File: src/rtl/hyperbus_ck_en_gen_if.sv
// HyperBus CK enable generator: request/control/status bundle.
// Master drives requests and data-phase controls; slave returns CK/CS state.
interface hyperbus_ck_en_gen_if #(
    parameter int LenWidth = 16
);
    logic                trans_valid_i;
    logic                trans_ready_o;
    logic [3:0]          latency_i;
    logic [LenWidth-1:0] burst_len_i;
    logic                dbl_lat_i;
    logic                hold_i;
    logic                abort_i;
    logic                ck_en_o;
    logic                cs_no;
    logic                ca_phase_o;
    logic                data_phase_o;
    logic                done_o;

    modport master (
        output trans_valid_i, latency_i, burst_len_i,
        output dbl_lat_i, hold_i, abort_i,
        input  trans_ready_o, ck_en_o, cs_no,
        input  ca_phase_o, data_phase_o, done_o
    );

    modport slave (
        input  trans_valid_i, latency_i, burst_len_i,
        input  dbl_lat_i, hold_i, abort_i,
        output trans_ready_o, ck_en_o, cs_no,
        output ca_phase_o, data_phase_o, done_o
    );
endinterface

File: src/rtl/hyperbus_ck_en_gen.sv
// HyperBus CK enable / chip-select sequencer: CA, latency, data, tail, CS-high.
// Define HYPERBUS_CK_EN_GEN_FIXED_LAT_EN to always use doubled latency.
module hyperbus_ck_en_gen #(
    parameter int LenWidth     = 16,
    parameter int CsHighCycles = 2
) (
    input logic                 clk_i,
    input logic                 rst_i,
    hyperbus_ck_en_gen_if.slave bus
);

    typedef enum logic [2:0] {
        IDLE,
        CA,
        LAT,
        DATA,
        TAIL,
        CSHI
    } state_e;

    localparam logic [3:0]          CsLast = 4'(CsHighCycles - 1);
    localparam logic [LenWidth-1:0] LenOne = LenWidth'(1);

    state_e              state_q;
    state_e              state_d;
    logic [1:0]          ca_cnt_q;
    logic [4:0]          lat_cnt_q;
    logic [LenWidth-1:0] data_cnt_q;
    logic [LenWidth-1:0] len_q;
    logic [3:0]          lat_q;
    logic [3:0]          cs_cnt_q;
    logic                ck_phase_q;
    logic [4:0]          lat_eff;
    logic                accept;

    assign accept = bus.trans_valid_i && (state_q == IDLE);

    // Effective latency length, resolved in the last CA cycle.
    always_comb begin
        lat_eff = {1'b0, lat_q};
`ifdef HYPERBUS_CK_EN_GEN_FIXED_LAT_EN
        lat_eff = {lat_q, 1'b0};
`else
        if (bus.dbl_lat_i) begin
            lat_eff = {lat_q, 1'b0};
        end
`endif
    end

    // Next-state logic; abort wins over hold and phase advance.
    always_comb begin
        state_d = state_q;
        unique case (state_q)
            IDLE: begin
                if (bus.trans_valid_i) state_d = CA;
            end
            CA: begin
                if (bus.abort_i) begin
                    state_d = TAIL;
                end else if (ca_cnt_q == 2'd2) begin
                    if (lat_eff != 5'd0)   state_d = LAT;
                    else if (len_q != '0)  state_d = DATA;
                    else                   state_d = TAIL;
                end
            end
            LAT: begin
                if (bus.abort_i) begin
                    state_d = TAIL;
                end else if (lat_cnt_q == 5'd1) begin
                    state_d = (len_q != '0) ? DATA : TAIL;
                end
            end
            DATA: begin
                if (bus.abort_i) begin
                    state_d = TAIL;
                end else if (!bus.hold_i && data_cnt_q == LenOne) begin
                    state_d = TAIL;
                end
            end
            TAIL: state_d = CSHI;
            CSHI: begin
                if (cs_cnt_q == CsLast) state_d = IDLE;
            end
            default: state_d = IDLE;
        endcase
    end

    // State, phase counters and captured request fields.
    always_ff @(posedge clk_i or posedge rst_i) begin
        if (rst_i) begin
            state_q    <= IDLE;
            ck_phase_q <= 1'b0;
            ca_cnt_q   <= '0;
            lat_cnt_q  <= '0;
            data_cnt_q <= '0;
            cs_cnt_q   <= '0;
            lat_q      <= '0;
            len_q      <= '0;
        end else begin
            state_q    <= state_d;
            ck_phase_q <= (state_d == CA) || (state_d == LAT)
                          || (state_d == DATA);
            if (accept) begin
                lat_q <= bus.latency_i;
                len_q <= bus.burst_len_i;
            end
            ca_cnt_q <= (state_q == CA) ? ca_cnt_q + 2'd1 : 2'd0;
            if (state_d != LAT) begin
                lat_cnt_q <= '0;
            end else if (state_q != LAT) begin
                lat_cnt_q <= lat_eff;
            end else begin
                lat_cnt_q <= lat_cnt_q - 5'd1;
            end
            if (state_d != DATA) begin
                data_cnt_q <= '0;
            end else if (state_q != DATA) begin
                data_cnt_q <= len_q;
            end else if (!bus.hold_i) begin
                data_cnt_q <= data_cnt_q - LenOne;
            end
            cs_cnt_q <= (state_q == CSHI) ? cs_cnt_q + 4'd1 : 4'd0;
        end
    end

    assign bus.trans_ready_o = (state_q == IDLE);
    assign bus.cs_no         = (state_q == IDLE) || (state_q == CSHI);
    assign bus.ca_phase_o    = (state_q == CA);
    assign bus.data_phase_o  = (state_q == DATA);
    assign bus.done_o        = (state_q == CSHI) && (cs_cnt_q == 4'd0);
    assign bus.ck_en_o       = ck_phase_q
                               && !(bus.hold_i && state_q == DATA);

endmodule

File: src/flat_wrapper.sv
// flat-port wrapper written by rule: the top's interface ports become plain ports
module hyperbus_ck_en_gen_flat 
#(
    parameter int LenWidth     = 16,
    parameter int CsHighCycles = 2
)
  (clk_i, rst_i, bus_trans_valid_i, bus_latency_i, bus_burst_len_i, bus_dbl_lat_i, bus_hold_i, bus_abort_i, bus_trans_ready_o, bus_ck_en_o, bus_cs_no, bus_ca_phase_o, bus_data_phase_o, bus_done_o);
  hyperbus_ck_en_gen_if #(.LenWidth(LenWidth)) bus_i ();
  input logic clk_i;
  input logic rst_i;
  input wire logic [$bits(bus_i.trans_valid_i)-1:0] bus_trans_valid_i;
  input wire logic [$bits(bus_i.latency_i)-1:0] bus_latency_i;
  input wire logic [$bits(bus_i.burst_len_i)-1:0] bus_burst_len_i;
  input wire logic [$bits(bus_i.dbl_lat_i)-1:0] bus_dbl_lat_i;
  input wire logic [$bits(bus_i.hold_i)-1:0] bus_hold_i;
  input wire logic [$bits(bus_i.abort_i)-1:0] bus_abort_i;
  output wire logic [$bits(bus_i.trans_ready_o)-1:0] bus_trans_ready_o;
  output wire logic [$bits(bus_i.ck_en_o)-1:0] bus_ck_en_o;
  output wire logic [$bits(bus_i.cs_no)-1:0] bus_cs_no;
  output wire logic [$bits(bus_i.ca_phase_o)-1:0] bus_ca_phase_o;
  output wire logic [$bits(bus_i.data_phase_o)-1:0] bus_data_phase_o;
  output wire logic [$bits(bus_i.done_o)-1:0] bus_done_o;
  assign bus_i.trans_valid_i = bus_trans_valid_i;
  assign bus_i.latency_i = bus_latency_i;
  assign bus_i.burst_len_i = bus_burst_len_i;
  assign bus_i.dbl_lat_i = bus_dbl_lat_i;
  assign bus_i.hold_i = bus_hold_i;
  assign bus_i.abort_i = bus_abort_i;
  assign bus_trans_ready_o = bus_i.trans_ready_o;
  assign bus_ck_en_o = bus_i.ck_en_o;
  assign bus_cs_no = bus_i.cs_no;
  assign bus_ca_phase_o = bus_i.ca_phase_o;
  assign bus_data_phase_o = bus_i.data_phase_o;
  assign bus_done_o = bus_i.done_o;
  hyperbus_ck_en_gen #(.LenWidth(LenWidth), .CsHighCycles(CsHighCycles)) u_core (.clk_i(clk_i), .rst_i(rst_i), .bus(bus_i));
endmodule
File: config.mk
export PLATFORM = sky130hd
export DESIGN_NAME = hyperbus_ck_en_gen_flat
export DESIGN_NICKNAME = d
export VERILOG_FILES = /design/src/rtl/hyperbus_ck_en_gen_if.sv /design/src/rtl/hyperbus_ck_en_gen.sv /design/src/flat_wrapper.sv
export SDC_FILE = /design/constraint.sdc
export NUM_CORES = 1
export LEC_CHECK = 0
export ABC_CLOCK_PERIOD_IN_PS = 1820
export CAP_MARGIN = 20
export CORE_ASPECT_RATIO = 1.1
export CORE_UTILIZATION = 50
export CTS_CLUSTER_DIAMETER = 100
export DETAILED_ROUTE_END_ITERATION = 12
export MAX_ROUTING_LAYER = met4
export PLACE_DENSITY = 0.84
export SYNTH_ARGS = -nofsm -noshare
export SYNTH_HDL_FRONTEND = slang
export SYNTH_SLANG_ARGS = --single-unit
File: constraint.sdc
create_clock -name clk_i -period 1.82 [get_ports clk_i]
set_clock_uncertainty 0.05 [all_clocks]
set_input_delay 0.455 -clock clk_i [delete_from_list [all_inputs] [get_ports clk_i]]
set_output_delay 0.455 -clock clk_i [all_outputs]
set_load 0.1 [all_outputs]
Yosys cells after proc, flatten, opt, wreduce, memory -nomap -nowiden
Index checks and enable logic that the tools add are counted.
{"block": "totals", "mem_bits_ro": 0, "latchBits": 0, "mem_count": 0, "word_cells": 62, "ramBits": 0, "reg_bits": 51}
{"block": "classes", "n_div": 0, "n_eq_ne": 17, "n_shift": 0, "add_sub_neg": 4, "bitwise": 0, "muxes": 19, "multipliers": 0, "reduce_logical": 14, "n_lt_le_gt_ge": 0}
{"cell": "$mux W16", "count": 3}
{"cell": "$mux W3", "count": 10}
{"cell": "$pmux W3 S6", "count": 1}
{"cell": "$eq A16 B1 Y1 const B", "count": 1}
{"cell": "$reduce_bool A16 Y1", "count": 1}
{"cell": "$sub A16 B1 Y16 const B", "count": 1}
{"cell": "$mux W5", "count": 3}
{"cell": "$eq A3 B2 Y1 const B", "count": 4}
{"cell": "$ne A3 B2 Y1 const B", "count": 4}
{"cell": "$eq A3 B1 Y1 const B", "count": 2}
{"cell": "$eq A3 B3 Y1 const B", "count": 2}
{"cell": "$eq A5 B1 Y1 const B", "count": 1}
{"cell": "$logic_and A1 B1 Y1", "count": 5}
{"cell": "$reduce_bool A5 Y1", "count": 1}
{"cell": "$sub A5 B1 Y5 const B", "count": 1}
{"cell": "$add A4 B1 Y4 const B", "count": 1}
{"cell": "$eq A4 B1 Y1 const B", "count": 1}
{"cell": "$logic_not A4 Y1", "count": 1}
{"cell": "$mux W4", "count": 1}
{"cell": "$logic_not A3 Y1", "count": 1}
{"cell": "$logic_or A1 B1 Y1", "count": 3}
{"cell": "$ne A3 B1 Y1 const B", "count": 1}
{"cell": "$add A2 B1 Y2 const B", "count": 1}
{"cell": "$eq A2 B2 Y1 const B", "count": 1}
{"cell": "2 further kinds", "count": 3}

Logic depth before layout (Yosys ltp)
Gate-level depths: netlist (run 1).
{"block": "logic_depth", "depth_word": 9, "mapped_depth": 8}

Worst setup path before layout (run 1)
Ideal clock, no wire load.
{"block": "synth_timing", "path_kind": "register to output", "from": "reg u_core.state_q[2]", "to": "out bus_done_o", "arrival_time_ps": 4025, "n_path_buf": 1, "path_stages_with_launch": 5, "setup_slack_ps": -2710, "cell_sequence": "dfrtp_1 clkbuf_1 nor2b_1 nand2_1 nor4b_1"}
{"block": "synth_between", "elab_chain_cells": 2}
{"item": "start: declaration", "line": "hyperbus_ck_en_gen.sv:24", "source": "state_e state_q;"}
{"item": "start signal: assignment", "line": "hyperbus_ck_en_gen.sv:100", "source": "state_q <= state_d;"}
{"item": "$eq A3 B3 Y1", "line": "hyperbus_ck_en_gen.sv:130", "source": "assign bus.done_o = (state_q == CSHI) && (cs_cnt_q == 4'd0);"}
{"item": "$logic_and A1 B1 Y1", "line": "hyperbus_ck_en_gen.sv:130"}
{"item": "end: declaration", "line": "flat_wrapper.sv:22", "source": "output wire logic [$bits(bus_i.done_o)-1:0] bus_done_o;"}
No other way between the ends.

Final worst setup path (run 1)
{"block": "layout_timing", "from": "reg u_core.state_q[0]", "to": "reg u_core.data_cnt_q[3]"}
{"block": "layout_between", "elab_chain_cells": 5, "elab_cells_between_ends": 20}
{"item": "$mux W3 (on tied branches)", "line": "hyperbus_ck_en_gen.sv:76, hyperbus_ck_en_gen.sv:69, hyperbus_ck_en_gen.sv:60"}
{"item": "$mux W3 (on tied branches)", "line": "hyperbus_ck_en_gen.sv:74, hyperbus_ck_en_gen.sv:67, hyperbus_ck_en_gen.sv:58"}
{"item": "$pmux W3 S6", "line": "hyperbus_ck_en_gen.sv:53", "source": "unique case (state_q)"}
{"item": "$ne A3 B2 Y1", "line": "hyperbus_ck_en_gen.sv:115", "source": "if (state_d != DATA) begin"}
{"item": "$ne A3 B1 Y1 (no line) / $mux W16 (equally long branches)"}
{"item": "end signal: assignment", "line": "hyperbus_ck_en_gen.sv:118", "source": "data_cnt_q <= len_q;"}
{"item": "end signal: assignment", "line": "hyperbus_ck_en_gen.sv:120", "source": "data_cnt_q <= data_cnt_q - LenOne;"}
{"item": "end: declaration", "line": "hyperbus_ck_en_gen.sv:28", "source": "logic [LenWidth-1:0] data_cnt_q;"}
Several ways; a longest one is shown, not always the timed one.
A chain may end at the register's enable or synchronous reset.

==> results of run 1 <==
-- sequential cells by signal, summed over array words and instances (netlist names) --
signal	cells
u_core.state_q	3
u_core.data_cnt_q	16
u_core.ck_phase_q	1
u_core.ca_cnt_q	2
u_core.lat_q	4
u_core.len_q	16
u_core.lat_cnt_q	5
u_core.cs_cnt_q	4
-- cells by family after synthesis --
group,synth area share
and+or+nand+nor,0.1964
DFF,0.4533
AOI/OAI and AO/OA,0.1200
buffers and inverters,0.04133
muxes,0.09111
xor gates and xnor gates,0.06222
adders and majority gates,0.03556
-- power breakdown --
part / internal, uW / switching (uW) / leakage [uW] / total [uW]
clock network: 454 / 448 / 0.0000618 / 902
logic: 2250 / 2460 / 0.00142 / 4710
registers: 1440 / 339 / 0.000659 / 1780
total: 4140 / 3240 / 0.00214 / 7390
-- worst max-delay path by stage --
| stage | endpoint | slack, ns | depth (start not counted) |
|---|---|---|---|
| after floorplan | bus_done_o | -0.51 | 4 |
| after global placement | u_core.data_cnt_q[14]$_DFFE_PP0P_ | -0.54 | 7 |
| after detailed placement | u_core.data_cnt_q[13]$_DFFE_PP0P_ | -0.66 | 7 |
| after CTS | bus_ca_phase_o | -0.27 | 5 |
| after global routing | u_core.data_cnt_q[14]$_DFFE_PP0P_ | -0.56 | 9 |
| final | u_core.data_cnt_q[3]$_DFFE_PP0P_ | -0.46 | 7 |
-- per-stage QoR --
step	cell area [um^2]	utilization	setup slack, ns	total power, uW	instances
finish	4951	0.9177	-0.4650	7387	461
global route	4951	0.9177	-0.5620	7516	461
CTS	4718	0.8745	-0.2686	6541	454
detailed placement	4155	0.7702	-0.6630	4984	423
global placement	4155	0.7702	-0.5358	4834	423
floorplan	3182	-	-0.5110	3758	252
-- what timing repair did --
item,in CTS,in global routing
resized for setup,39,46
cloned,4,1
setup buffers,19,9
endpoints found under the setup margin,33,51
pin swaps,17,12
-- final cells by class --
cell class / instances / area (um^2)
clock buffer: 6 / 82.58
clock inverter: 2 / 38.79
fill: 183 / 444.2
inverter: 13 / 61.31
multi-input combinational: 176 / 1963
sequential: 51 / 1279
tap: 75 / 93.84
timing repair buffer: 138 / 1433
-- routing by layer --
layer | wire length (um) | GRT usage | up-vias
li1 | - | - | 1180
met1 | 4636 | 0.5168 | 1501
met2 | 6047 | 0.6092 | 289
met3 | 1209 | 0.06148 | 111
met4 | 1013 | 0.2192 | 0
met5 | 0 | - | -
-- cells in the final DEF (no fill, tap or decap), drive strengths merged, types with 9 or more instances in the layout --
cell,instances
mux2,21
nor4,9
buf,111
xor2,12
a2111oi,15
inv,13
dfrtp,51
nor2,30
a21oi,12
clkdlybuf4s50,24
==> summary.md, run 1 <==
| Metric | Value |
|---|---|
| Root buffer cell | `clkbuf_8` |
| Via density per instance | `between 6 and 7` |
| Proportion of register bits with asynchronous set or reset after synthesis | `1.000` |
| Delay contributed by the slowest stage of the critical path | `about 0.44 ns` |
| Residual DRC count | `0` |
| Violated checks | `setup timing` |
| Most used DFF post-synth | `dfrtp_1` |
| Endpoint of the worst register-to-register path | `u_core.data_cnt_q[3]$_DFFE_PP0P_` |
| Number of hold violations in the final report | `0` |
| Period utilisation layout | `1.255` |
| Global-route usage over all layers | `0.4019` |
| DR iter-0 viols | `about 320` |
| Final Max Tran Viols | `0` |
| Setup slack on the worst flop-to-flop path | `-0.46 ns` |
| Starting Density | `0.5218` |
| Power density cells | `1492 nW/um^2` |
| Worst Path Required | `1.99 ns` |
| Post-CTS clock slew at the launch and capture registers of the worst setup and hold paths | `0.11 ns` |
| Status | `complete, but fails checks` |
| Unrepaired setup endpoints after global routing | `yes` |
| Worst path buffer plus inverter count | `2` |
| Critical path arrival | `2.45 ns` |
| DRT antenna net count | `0` |
| Post-synthesis sequential area ratio | `0.4533` |
| Start point of the critical path | `u_core.state_q[0]$_DFF_PP0_` |
| Final nets | `419` |
| Class of the tightest hold or removal check | `primary input to asynchronous set/reset pin` |
| Leakage component of the power | `between 0.002 and 0.0025 uW` |
| Synthesized netlist net count | `286` |
| Post-Syn Area | `between 2000 and 3000 um^2` |
| Top cells by area, synth | `dfrtp_1, mux2_2, a2111oi_2` |
| Gp weighted congestion | `0.8635` |
| Number of ports placed on the die boundary | `32` |
| DR pass1 iterations | `5` |
| Num CTS Buffers | `5` |
| Synth warn | `0` |
| Antenna diode count | `0` |
| HPWL Detailed | `5514 um` |
| Cell type contributing the most total cell area after synthesis | `dfrtp_1` |
| Cells traversed along the worst timing path | `or3b_4 -> or3_4 -> o211ai_4 -> a211oi_4 -> buf_4 -> buf_12 -> a2111oi_4` |
| Number of synthesized register bits | `51` |
| Number of buffers added on ports | `31` |
| Count of hold buffers inserted by post-cts repair | `0` |
| Final setup violation count | `around 50` |
| Total wire length after detailed routing | `between 10000 and 15000 um` |
| Worst hold slack across all endpoints | `about 0.38 ns` |
| Sum of negative setup slack | `-13.89 ns` |
| Top post-synthesis cells by count | `dfrtp_1, nor2_1, mux2_2` |
| Most frequent cell after synthesis | `dfrtp_1` |
| Worst VDD drop | `1.229 mV` |
| Worst Reg2Reg Path Length in Cells | `7` |
| Core footprint | `5395 um^2` |
| TritonCTS clock tree | `done` |
| Largest net degree at the start of global routing | `22` |
| Final setup slack of the worst path | `-0.4650 ns` |
| Synthesized netlist cell count | `about 250` |
| Later-pin clock latency in the skew report | `0.33 ns` |
| H-tree depth | `2` |
| Routed length per instance | `around 28 um` |
| Number of buffers on the longest clock path | `2` |
| Synth Area per Inst | `about 11 um^2` |
| Clock sink count | `51` |
| Layout Area Growth over Synthesis | `75.87%` |
| Die area | `5935 um^2` |
| Minimum clock period after layout | `between 2 and 2.5 ns` |
| Initial antenna violation count | `0` |
| Top achievable clock speed | `around 440 MHz` |
| Slew of the pin with the lowest slew margin | `0.3955 ns` |
| Final global-route overflow total | `0` |
| Share of the synthesized area in the top cell type | `0.4533` |
| Classification of the worst setup path | `flip-flop to flip-flop` |
| Capturing element type of the critical path | `flip-flop` |
| Layout cells sized above 1 | `0.5311` |
| Total number of vias | `3081` |
| Master of the slowest instance on the critical path | `dfrtp_1` |
| Height of the die | `80.70 um` |
| Cell row count | `28` |
| CP max FO | `8` |
| Wire length of the first global-routing pass | `16370 um` |
| Count of different cell masters after synthesis | `44` |
| Critical register-to-register path startpoint | `u_core.state_q[0]$_DFF_PP0_` |
| Chip Width | `73.55 um` |
| Critical path's top delay family | `simple AND/OR/NAND/NOR gates` |
| Launching element type of the critical path | `flip-flop` |
| Number of enable flip-flop cells after synthesis | `0` |
| Vias in the first global route | `2936` |
| Max_slew headroom | `0.7345` |
| Number of violations of the max-capacitance limit | `0` |
(Power assumes the default switching activity.)
==> run 2, diff against run 1 <==
--- a/config.mk
+++ b/config.mk
@@ -8,11 +8,13 @@
 export ABC_CLOCK_PERIOD_IN_PS = 1820
 export CAP_MARGIN = 20
 export CORE_ASPECT_RATIO = 1.1
-export CORE_UTILIZATION = 50
+export CORE_UTILIZATION = 40
 export CTS_CLUSTER_DIAMETER = 100
 export DETAILED_ROUTE_END_ITERATION = 12
+export GPL_TIMING_DRIVEN = 1
 export MAX_ROUTING_LAYER = met4
-export PLACE_DENSITY = 0.84
+export PLACE_DENSITY = 0.71
+export SLEW_MARGIN = 0
 export SYNTH_ARGS = -nofsm -noshare
 export SYNTH_HDL_FRONTEND = slang
 export SYNTH_SLANG_ARGS = --single-unit
==> summary.md, run 2 (synthesized netlist as in run 1, its figures left out) <==
| Metric | Value |
|---|---|
| Status | `complete, but fails checks (unchanged)` |
| Violated checks | `setup timing (unchanged)` |
| Root buffer cell | `clkbuf_8 (unchanged)` |
| Layout Area Growth over Synthesis | `66.49% (was 75.87%)` |
| Final setup violation count | `40 (was 51)` |
| DR pass1 iterations | `4 (was 5)` |
| Worst VDD drop | `0.9484 mV (was 1.229 mV)` |
| Post-CTS clock slew at the launch and capture registers of the worst setup and hold paths | `0.10 ns (was 0.11 ns)` |
| Chip Width | `81.99 um (was 73.55 um)` |
| Period utilisation layout | `1.151 (was 1.255)` |
| Final nets | `415 (was 419)` |
| Die area | `7378 um^2 (was 5935 um^2)` |
| Leading cell type in the layout, fill and taps excluded | `buf_4 (unchanged)` |
| Fill cell instance count of the final layout | `438 (was 183)` |
| Final core occ | `0.6985 (was 0.9177)` |
| Antenna diode count | `0 (unchanged)` |
| Number of violations of the max-capacitance limit | `0 (unchanged)` |
| End point of the worst hold path | `u_core.ca_cnt_q[0]$_DFF_PP0_` |
| Number of hold violations in the final report | `0 (unchanged)` |
| Endpoint of the worst register-to-register path | `u_core.data_cnt_q[3]$_DFFE_PP0P_ (unchanged)` |
| Leakage component of the power | `0.001988 uW (was 0.002141 uW)` |
| Routed length per instance | `17.38 um (was 28.00 um)` |
| Clock sink count | `51 (unchanged)` |
| Power density cells | `1299 nW/um^2 (was 1492 nW/um^2)` |
| Count of hold buffers inserted by post-cts repair | `0 (unchanged)` |
| Class of the tightest hold or removal check | `flip-flop to flip-flop (was primary input to asynchronous set/reset pin)` |
| Num CTS Buffers | `5 (unchanged)` |
| Number of buffers on the longest clock path | `2 (unchanged)` |
| DRT antenna net count | `0 (unchanged)` |
| Hold Path Origin | `u_core.ca_cnt_q[0]$_DFF_PP0_` |
| Final global-route overflow total | `0 (unchanged)` |
| Power dissipated by switching net loads | `2570 uW (was 3244 uW)` |
| Via density per instance | `5.278 (was 6.683)` |
| Critical register-to-register path startpoint | `u_core.data_cnt_q[2]$_DFFE_PP0P_ (was u_core.state_q[0]$_DFF_PP0_)` |
| Final setup slack of the worst path | `-0.2745 ns (was -0.4650 ns)` |
| Classification of the worst setup path | `flip-flop to output port (was flip-flop to flip-flop)` |
| Vias in the first global route | `2566 (was 2936)` |
| Worst Reg2Reg Path Length in Cells | `6 (was 7)` |
| Number of ports placed on the die boundary | `32 (unchanged)` |
| Residual DRC count | `0 (unchanged)` |
| Slew of the pin with the lowest slew margin | `0.4236 ns (was 0.3955 ns)` |
| Highest-count cells in the layout ignoring fill and taps | `buf_4, dfrtp_1, nor2_1 (unchanged)` |
| Final Max Tran Viols | `0 (unchanged)` |
| Height of the die | `89.99 um (was 80.70 um)` |
| Internal power of the cells | `3517 uW (was 4143 uW)` |
| Top achievable clock speed | `477.4 MHz (was 437.6 MHz)` |
| Layout cells sized above 1 | `0.5314 (was 0.5311)` |
| Hold Path Cell Cnt | `1` |
| Max_slew headroom | `0.7150 (was 0.7345)` |
| Initial antenna violation count | `0 (unchanged)` |
| Setup slack on the worst flop-to-flop path | `-0.26 ns (was -0.46 ns)` |
| Total wire length after detailed routing | `8065 um (was 12910 um)` |
| Number of buffers added on ports | `31 (unchanged)` |
| Switch share | `0.4223 (was 0.4392)` |
| Launching element type of the critical path | `flip-flop (unchanged)` |
| Largest net degree at the start of global routing | `21 (was 22)` |
| HPWL Detailed | `5039 um (was 5514 um)` |
| TritonCTS clock tree | `done (unchanged)` |
| Share of power burned in the clock network | `0.107 (was 0.122)` |
| Gp weighted congestion | `0.8127 (was 0.8635)` |
| Later-pin clock latency in the skew report | `0.31 ns (was 0.33 ns)` |
| Minimum clock period after layout | `2.094 ns (was 2.285 ns)` |
| Fraction of power consumed by combinational cells | `0.621 (was 0.637)` |
| CP max FO | `4 (was 8)` |
| Core footprint | `6710 um^2 (was 5395 um^2)` |
| Wire length of the first global-routing pass | `12290 um (was 16370 um)` |
| H-tree depth | `2 (unchanged)` |
| Total number of vias | `2449 (was 3081)` |
| Pre-CTS worst setup slack | `-0.6427 ns (was -0.6630 ns)` |
| Critical path arrival | `1.59 ns (was 2.45 ns)` |
| DR iter-0 viols | `138 (was 318)` |
| Cell row count | `31 (was 28)` |
| Capturing element type of the critical path | `output port (was flip-flop)` |
| Unrepaired setup endpoints after global routing | `yes (unchanged)` |
| Global-route usage over all layers | `0.2247 (was 0.4019)` |
| Starting Density | `0.4195 (was 0.5218)` |
| Worst Path Required | `1.31 ns (was 1.99 ns)` |
| Proportion of power drawn by flip-flops and latches | `0.272 (was 0.241)` |
| Largest registers | `u_core.data_cnt_q: 16 flops, u_core.len_q: 16 flops, u_core.lat_cnt_q: 5 flops (unchanged)` |
run 2: cell count changes in the layout (fill, tap and decap cells not counted), moves of 2 or more:
cell / previous run / this run
buf_12: 17 / 10
mux2_4: 20 / 0
nor3_4: 5 / 3
nor4_2: 2 / 4
mux2_2: 1 / 21
buf_6: 14 / 10
buf_4: 78 / 86
nor3_2: 1 / 4
xor2_1: 12 / 10
run 2: stage by stage:
step           total power, uW  std cells  area, um^2  TNS (ns)  hold slack (ns)
2_1_floorplan             3758        252        3182    -3.776           0.3532
3_3_place_gp              4875        433        4174    -16.85           0.3584
3_5_place_dp              4949        433        4174    -17.77           0.3606
4_1_cts                   5790        453        4476    -4.935           0.3725
5_1_grt                   6376        464        4687    -9.671           0.4064
6_report                  6087        464        4687    -7.060           0.3708
run 2: critical path: stages, from the launching register on:
cell,delay (ns)
dfrtp_2,0.43
buf_6,0.13
buf_6,0.11
nand3b_1,0.14
inv_2,0.10
a21boi_4,0.18
buf_12,0.19
run 2: repair_timing:
| item | 4_1_cts | 5_1_grt |
|---|---|---|
| gates cloned | 1 | 2 |
| setup buffers | 11 | 10 |
| pin swaps | 5 | 10 |
| gates resized for setup | 23 | 21 |
| endpoints found under the setup margin | 31 | 49 |
| endpoints found under the hold margin | 0 | 0 |
run 2: layout make-up:
type	count	area, um^2	share of cell area
Clock inverter	2	12.51	0.002670
Timing Repair Buffer	134	1280	0.2731
Clock buffer	6	72.57	0.01548
Sequential cell	51	1279	0.2728
Inverter	13	61.31	0.01308
Multi-Input combinational cell	176	1879	0.4010
Tap cell	82	102.6	0.02189
run 2: layer usage:
layer  routed length, um  share of wire  GRT usage  vias up
li1                    -              -          -     1169
met1                3403           0.42     0.2802     1230
met2                4374           0.54     0.3740       36
met3                 130          0.016    0.02640       14
met4                 156          0.019    0.07018        0
met5                   0              0          -        -
run 2: power by group through the flow:
stage / sequential [uW] / clock, uW / combinational, uW
finish: 1660 / 649 / 3780
global route: 1680 / 717 / 3980
CTS: 1640 / 647 / 3500
detailed placement: 1640 / 0 / 3310
global placement: 1620 / 0 / 3250
floorplan: 1650 / 0 / 2110
run 2: worst max path at each step:
stage | start | to | slack [ns]
CTS | u_core.state_q[1]$_DFF_PP0_ | bus_done_o | -0.22
floorplan | u_core.state_q[2]$_DFF_PP0_ | bus_done_o | -0.51
detailed placement | bus_hold_i | u_core.data_cnt_q[8]$_DFFE_PP0P_ | -0.64
finish | u_core.state_q[1]$_DFF_PP0_ | bus_ck_en_o | -0.27
global route | u_core.data_cnt_q[2]$_DFFE_PP0P_ | u_core.data_cnt_q[3]$_DFFE_PP0P_ | -0.35
global placement | bus_hold_i | u_core.data_cnt_q[8]$_DFFE_PP0P_ | -0.61
